<file path="src/rtl/complex_dot_product_scheduler.sv">
// ---------------------------------------------------------------------------
// complex_dot_product_scheduler
//
// Round-robin scheduler sharing one conjugate-complex eight-lane dot-product
// engine among NREQ requesters. Each job is granted to one requester and
// sequenced as:
//   LOAD (start pulse) -> STREAM (package strobes every PKT_GAP cycles)
//   -> DRAIN (wait for engine finish) -> DONE (result + clear)
// A zero-length job goes straight to DONE. A length that is not a multiple
// of NO_OF_UNITS goes straight to FAIL.
//
// Optional feature macro: DOTP_SCHED_TIMEOUT_EN
//   defined   : DRAIN watchdog. TIMEOUT DRAIN cycles without eng_finish -> FAIL
//   undefined : DRAIN waits on eng_finish indefinitely (no counter)
//
// Ports
//   clk, reset   : clock, synchronous active-high reset
//   req          : per-requester level request, held until done/err
//   req_len      : per-requester element count, slot i at [i*LEN_WIDTH +: LEN_WIDTH]
//   grant        : one-hot engine owner, stable for the whole job
//   pkt_rd       : strobe, owner presents package pkt_idx on the next cycle
//   pkt_idx      : package index within the job
//   done / err   : one-cycle completion / error pulse to the owner
//   result       : dot product, valid while done is high
//   eng_start    : engine read-now pulse
//   eng_total    : zero-extended element count for the engine
//   eng_clear    : engine reset
//   eng_finish   : engine finish (sticky until eng_clear)
//   eng_result   : engine dot product
// ---------------------------------------------------------------------------
module complex_dot_product_scheduler #(
    parameter int NREQ          = 4,
    parameter int NO_OF_UNITS   = 8,
    parameter int ELEMENT_WIDTH = 64,
    parameter int LEN_WIDTH     = 16,
    parameter int PKT_GAP       = 2,
    parameter int TIMEOUT       = 1024
) (
    input  logic                      clk,
    input  logic                      reset,
    input  logic [NREQ-1:0]           req,
    input  logic [NREQ*LEN_WIDTH-1:0] req_len,
    output logic [NREQ-1:0]           grant,
    output logic                      pkt_rd,
    output logic [LEN_WIDTH-1:0]      pkt_idx,
    output logic [NREQ-1:0]           done,
    output logic [NREQ-1:0]           err,
    output logic [ELEMENT_WIDTH-1:0]  result,
    output logic                      eng_start,
    output logic [31:0]               eng_total,
    output logic                      eng_clear,
    input  logic                      eng_finish,
    input  logic [ELEMENT_WIDTH-1:0]  eng_result
);

    localparam int          PTR_W  = (NREQ > 1) ? $clog2(NREQ) : 1;
    localparam int          GAP_W  = (PKT_GAP > 1) ? $clog2(PKT_GAP + 1) : 1;
    localparam int unsigned NREQ_U = NREQ;
    localparam int unsigned UNITS  = NO_OF_UNITS;

    typedef enum logic [2:0] {
        IDLE,
        LOAD,
        STREAM,
        DRAIN,
        DONE,
        FAIL
    } state_t;

    state_t               state;
    logic [PTR_W-1:0]     ptr;
    logic [LEN_WIDTH-1:0] num_pkts;
    logic [GAP_W-1:0]     gap_cnt;

`ifdef DOTP_SCHED_TIMEOUT_EN
    localparam int CNT_W = $clog2(TIMEOUT + 1);
    logic [CNT_W-1:0] drain_cnt;
`endif

    // -----------------------------------------------------------------------
    // Round-robin pick: first requester at or after ptr, wrapping.
    // -----------------------------------------------------------------------
    logic                 any_req;
    logic [PTR_W-1:0]     win_idx;
    logic [PTR_W-1:0]     cand_idx;
    logic [NREQ-1:0]      win_onehot;
    logic [LEN_WIDTH-1:0] win_len;
    logic [LEN_WIDTH-1:0] win_pkts;
    logic                 win_misaligned;
    logic [PTR_W-1:0]     ptr_next;
    int unsigned          cand;

    always_comb begin
        any_req  = 1'b0;
        win_idx  = '0;
        win_len  = '0;
        cand     = 0;
        cand_idx = '0;
        for (int unsigned i = 0; i < NREQ_U; i++) begin
            cand     = (32'(ptr) + i) % NREQ_U;
            cand_idx = PTR_W'(cand);
            if (!any_req && req[cand_idx]) begin
                any_req = 1'b1;
                win_idx = cand_idx;
                win_len = LEN_WIDTH'(req_len >> (cand * 32'(LEN_WIDTH)));
            end
        end
        win_onehot          = '0;
        win_onehot[win_idx] = 1'b1;
        win_pkts            = LEN_WIDTH'(32'(win_len) / UNITS);
        win_misaligned      = (32'(win_len) % UNITS) != 0;
        ptr_next            = (32'(win_idx) == NREQ_U - 1) ? '0 : win_idx + 1'b1;
    end

    // -----------------------------------------------------------------------
    // Job sequencer. Every output is registered and set on the transition
    // into the state it belongs to, so pulses line up with the state.
    // -----------------------------------------------------------------------
    always_ff @(posedge clk) begin
        if (reset) begin
            state     <= IDLE;
            ptr       <= '0;
            grant     <= '0;
            done      <= '0;
            err       <= '0;
            pkt_rd    <= 1'b0;
            pkt_idx   <= '0;
            result    <= '0;
            eng_start <= 1'b0;
            eng_total <= '0;
            eng_clear <= 1'b1;
            num_pkts  <= '0;
            gap_cnt   <= '0;
`ifdef DOTP_SCHED_TIMEOUT_EN
            drain_cnt <= '0;
`endif
        end else begin
            // single-cycle pulses default low
            done      <= '0;
            err       <= '0;
            eng_start <= 1'b0;
            eng_clear <= 1'b0;
            pkt_rd    <= 1'b0;

            case (state)
                IDLE: begin
                    if (any_req) begin
                        grant     <= win_onehot;
                        ptr       <= ptr_next;
                        eng_total <= 32'(win_len);
                        num_pkts  <= win_pkts;
                        pkt_idx   <= '0;
                        if (win_len == '0) begin
                            state     <= DONE;
                            done      <= win_onehot;
                            result    <= '0;
                            eng_clear <= 1'b1;
                        end else if (win_misaligned) begin
                            state     <= FAIL;
                            err       <= win_onehot;
                            eng_clear <= 1'b1;
                        end else begin
                            state     <= LOAD;
                            eng_start <= 1'b1;
                        end
                    end
                end

                LOAD: begin
                    state   <= STREAM;
                    pkt_rd  <= 1'b1;
                    pkt_idx <= '0;
                    gap_cnt <= '0;
                end

                STREAM: begin
                    // gap_cnt counts cycles since the last strobe
                    if (pkt_rd && (pkt_idx == num_pkts - 1'b1)) begin
                        state <= DRAIN;
`ifdef DOTP_SCHED_TIMEOUT_EN
                        drain_cnt <= '0;
`endif
                    end else if (gap_cnt == GAP_W'(PKT_GAP - 1)) begin
                        pkt_rd  <= 1'b1;
                        pkt_idx <= pkt_idx + 1'b1;
                        gap_cnt <= '0;
                    end else begin
                        gap_cnt <= gap_cnt + 1'b1;
                    end
                end

                DRAIN: begin
                    if (eng_finish) begin
                        state     <= DONE;
                        done      <= grant;
                        result    <= eng_result;
                        eng_clear <= 1'b1;
                    end
`ifdef DOTP_SCHED_TIMEOUT_EN
                    else if (drain_cnt == CNT_W'(TIMEOUT - 1)) begin
                        state     <= FAIL;
                        err       <= grant;
                        eng_clear <= 1'b1;
                    end else begin
                        drain_cnt <= drain_cnt + 1'b1;
                    end
`endif
                end

                DONE, FAIL: begin
                    state <= IDLE;
                    grant <= '0;
                end

                default: begin
                    state <= IDLE;
                    grant <= '0;
                end
            endcase
        end
    end

endmodule

</file>
<file path="config.mk">
export PLATFORM = sky130hd
export DESIGN_NAME = complex_dot_product_scheduler
export DESIGN_NICKNAME = d
export VERILOG_FILES = /design/src/rtl/complex_dot_product_scheduler.sv
export SDC_FILE = /design/constraint.sdc
export NUM_CORES = 1
export LEC_CHECK = 0
export BUFFER_PORTS_ARGS = -buffer_cell sky130_fd_sc_hd__clkbuf_2
export CAP_MARGIN = 20
export CORE_ASPECT_RATIO = 1.1
export CORE_UTILIZATION = 34
export DETAILED_ROUTE_END_ITERATION = 8
export PLACE_DENSITY = 0.66
export SLEW_MARGIN = 15
export SYNTH_ARGS = -nofsm -noshare
export SYNTH_HDL_FRONTEND = slang
export SYNTH_SLANG_ARGS = --single-unit
export TNS_END_PERCENT = 5
</file>
<file path="constraint.sdc">
create_clock -name clk -period 3.4 [get_ports clk]
set_input_delay 0.68 -clock clk [delete_from_list [all_inputs] [get_ports clk]]
set_output_delay 0.68 -clock clk [all_outputs]
set_load 0.05 [all_outputs]
</file>
==> results.toml <==
[finish]
fin_nets = 1261
fin_area_sq_um = 10100
final_util_pct = 45.9
n_antenna_cell = 0
area_growth_pct = 32.8
layout-drive-gt1-share_pct = 41.9

[floorplan]
die-area_sq_um = 22900
initial_core_util_pct = 34.6
die-width_um = 145
core_sq_um = 22000
rows = 57
ios = 262
die_h_um = 159

[global_route]
first_global_vias = 6939
grt_max_degree = 69
grt_overflow_total = 0
grt_first_pass_wirelength_mm = 35.3
grt_usage_pct = 19.2
antenna_found_initial = 0

[clocking]
numCtsBuffers = 17
cts_root_buf = "clkbuf_16"
clockBufferDepth = 2
cts_sinks = 118
cts_tree = "yes"
hold_buffers = 0
post-cts-setup-buffers = 0
clk_pin_slew_ps = 60
insertion_delay_ps = 410
cts_max_level = 4
cts-resized-gates = 0

[critical_path]
crit_top_cell = "buf_4"
arrival_ps = 3470
crit_buf_inv = 3
critPathTopFamily = "simple AND/OR/NAND/NOR gates"
path_class = "flop to flop"
cp-end-kind = "flop"
slowest_stage = "or4b_2"
cp-start-kind = "flop"
cp.required_ps = 3740
cp_max_fo = 13
crit_chain = "inv_1 -> ha_1 -> or4b_2 -> nor4_1 -> xnor2_1 -> o2111ai_1 -> a2111oi_2 -> buf_4 -> o211ai_1 -> buf_4 -> a31o_2 -> a21oi_1"
max_stage_delay_ps = 690

[synth]
synth_edf_count = 0
synthCells = 847
ys_seq_area_share_pct = 31.1
syn_area_sq_um = 7600
syn_area_per_cell_sq_um = 8.97
yosys_register_bits = 118
yosysWarnings = 0
async_reset_ff_share_pct = 0
synth-main-ff-cell = "dfxtp_1"
ys_types = 84

[timing]
tightest_slew_ps = 700
fin_crit_ps = 3120
fmax_mhz = 320
finalSetupViolations = 0
final.setup.tns_ps = 0
slew_violations = 0
setup_ws_ps = 276
rsz0062_at_grt = "false"
holdWs_ps = 459
skew_ps = 10.7
post-route-period-util_pct = 91.9
relSlewSlack_pct = 53.3
finalHoldViolations = 0

[power]
total_leakage_power_nw = 4.24
vdd_ir_drop_max_mv = 0.352
p_per_area_nw_per_um2 = 788

[routing]
drt_iter0_markers = 431
vias = 7460
vias_per_cell = 5.22
drtAntennaViolNets = 0
firstDrtPassIters = 5
drc = 0
wl_per_cell_um = 15.3
drt_wl_total_mm = 21.9

[flow_run]
maxCapViolCount = 0

[worst_hold_path]
hp-class = "flop to flop"

[placed_design]
io_buffers = 245
place_congestion = 0.887
pre_cts_ws_ps = 26.8
dpl.hpwl_mm = 16.6
dpl_cell_area_sq_um = 9480

[outcome]
status = "complete, no violations"
==> cell families (layout without fill, tap and decap cells) <==
group | Yosys count | after routing | share of synthesized area (%)
multiplexers | 71 | 71 | 13.3
AND/OR/NAND/NOR | 201 | 201 | 14.0
AO/OA/AOI/OAI | 281 | 281 | 29.2
adder cells (fa/ha/maj) | 6 | 6 | 0.988
other | 1 | 16 | 0.0494
flip-flops | 118 | 118 | 31.1
XOR/XNOR | 15 | 15 | 1.73
buffers and inverters | 154 | 425 | 9.64
==> report_power, final <==
group,total [W],leakage [nW],internal [W],switching (W)
combinational,0.00427,2.99,0.00180,0.00246
clock,0.00185,0.295,0.00118,0.000666
sequential,0.00183,0.957,0.00158,0.000248
==> synthesized netlist by cell type, types with 10 or more instances <==
cell type | count | area [sq um]
nor2_1 | 53 | 199
xnor2_1 | 11 | 96.3
o21ai_0 | 21 | 105
mux2i_1 | 36 | 360
mux2_2 | 12 | 135
clkbuf_1 | 34 | 128
inv_1 | 73 | 274
dfxtp_1 | 118 | 2360
mux4_2 | 23 | 518
a211oi_1 | 10 | 75.1
a22oi_1 | 66 | 495
a21oi_1 | 32 | 160
nand2_1 | 51 | 191
and3_1 | 11 | 68.8
a221o_1 | 13 | 130
buf_4 | 20 | 150
nor3_1 | 11 | 55.1
a221oi_1 | 16 | 140
buf_2 | 15 | 75.1
o21ai_2 | 60 | 526
==> worst register-to-register path, stage by stage (launching register included) <==
cell and delay (ps):
dfxtp_1 370, inv_1 80, ha_1 170, or4b_2 690, nor4_1 280, xnor2_1 160
o2111ai_1 130, a2111oi_2 330, buf_4 210, o211ai_1 100, buf_4 190, a31o_2 240
a21oi_1 110
==> cell type report <==
cell class | instances | area (sq um)
Inverter | 75 | 282
Multi-Input combinational cell | 590 | 4570
Clock inverter | 13 | 171
Fill cell | 2180 | 11900
Timing Repair Buffer | 318 | 1890
Tap cell | 295 | 369
Clock buffer | 19 | 443
Sequential cell | 118 | 2370
==> cells in the final DEF, fill, tap and decap left out, types with 7 or more instances in the layout <==
cell / netlist / final
a31o_2: 7 / 7
a221oi_1: 16 / 16
a22oi_1: 66 / 66
and3_1: 11 / 11
clkbuf_2: 0 / 245
nand3_1: 9 / 9
nand2b_1: 9 / 9
dfxtp_1: 118 / 116
mux2i_1: 36 / 36
a21oi_1: 32 / 32
xnor2_1: 11 / 11
inv_1: 73 / 73
o21ai_0: 21 / 21
mux2_2: 12 / 12
a211oi_1: 10 / 10
nor3_1: 11 / 11
o211ai_1: 7 / 7
clkbuf_16: 0 / 17
buf_12: 0 / 9
nor2_1: 53 / 52
nor4_1: 8 / 8
o21ai_2: 60 / 60
a221o_1: 13 / 13
nand2_1: 51 / 51
conb_1: 1 / 16
buf_4: 20 / 64
mux4_2: 23 / 23
==> through the flow <==
| stage | instances | power (W) |
|---|---|---|
| floorplan | 862 | 0.00482 |
| global placement | 1396 | 0.00607 |
| detailed placement | 1396 | 0.00611 |
| CTS | 1428 | 0.00798 |
| global route | 1428 | 0.00844 |
| finish | 1428 | 0.00795 |
==> path summary, 6_finish.rpt <==
kind	start	to	slack, ps	depth (start not counted)
worst max-delay path	num_pkts[1]	pkt_idx[15]	280	12
worst min register to register	eng_total[2]	eng_total[2]	460	2
worst min-delay path	eng_total[2]	eng_total[2]	460	2
worst max register to register	num_pkts[1]	pkt_idx[15]	280	12
==> flip-flops by register name (all words and copies together) (netlist names) <==
register and cells:
grant 4, eng_clear 1, eng_start 1, done 4, ptr 2, err 4
eng_total 3, result 64, num_pkts 13, gap_cnt 2, pkt_rd 1, state 3
pkt_idx 16
==> routing by layer <==
layer | part of all wire [%] | vias to the layer above | track usage (%)
li1 | - | 3676 | -
met1 | 42 | 3450 | 23.8
met2 | 50 | 301 | 32.7
met3 | 5.7 | 33 | 3.44
met4 | 1.8 | 0 | 7.27
met5 | 0 | - | 0
No activity file was read; power rests on OpenSTA's default activity.
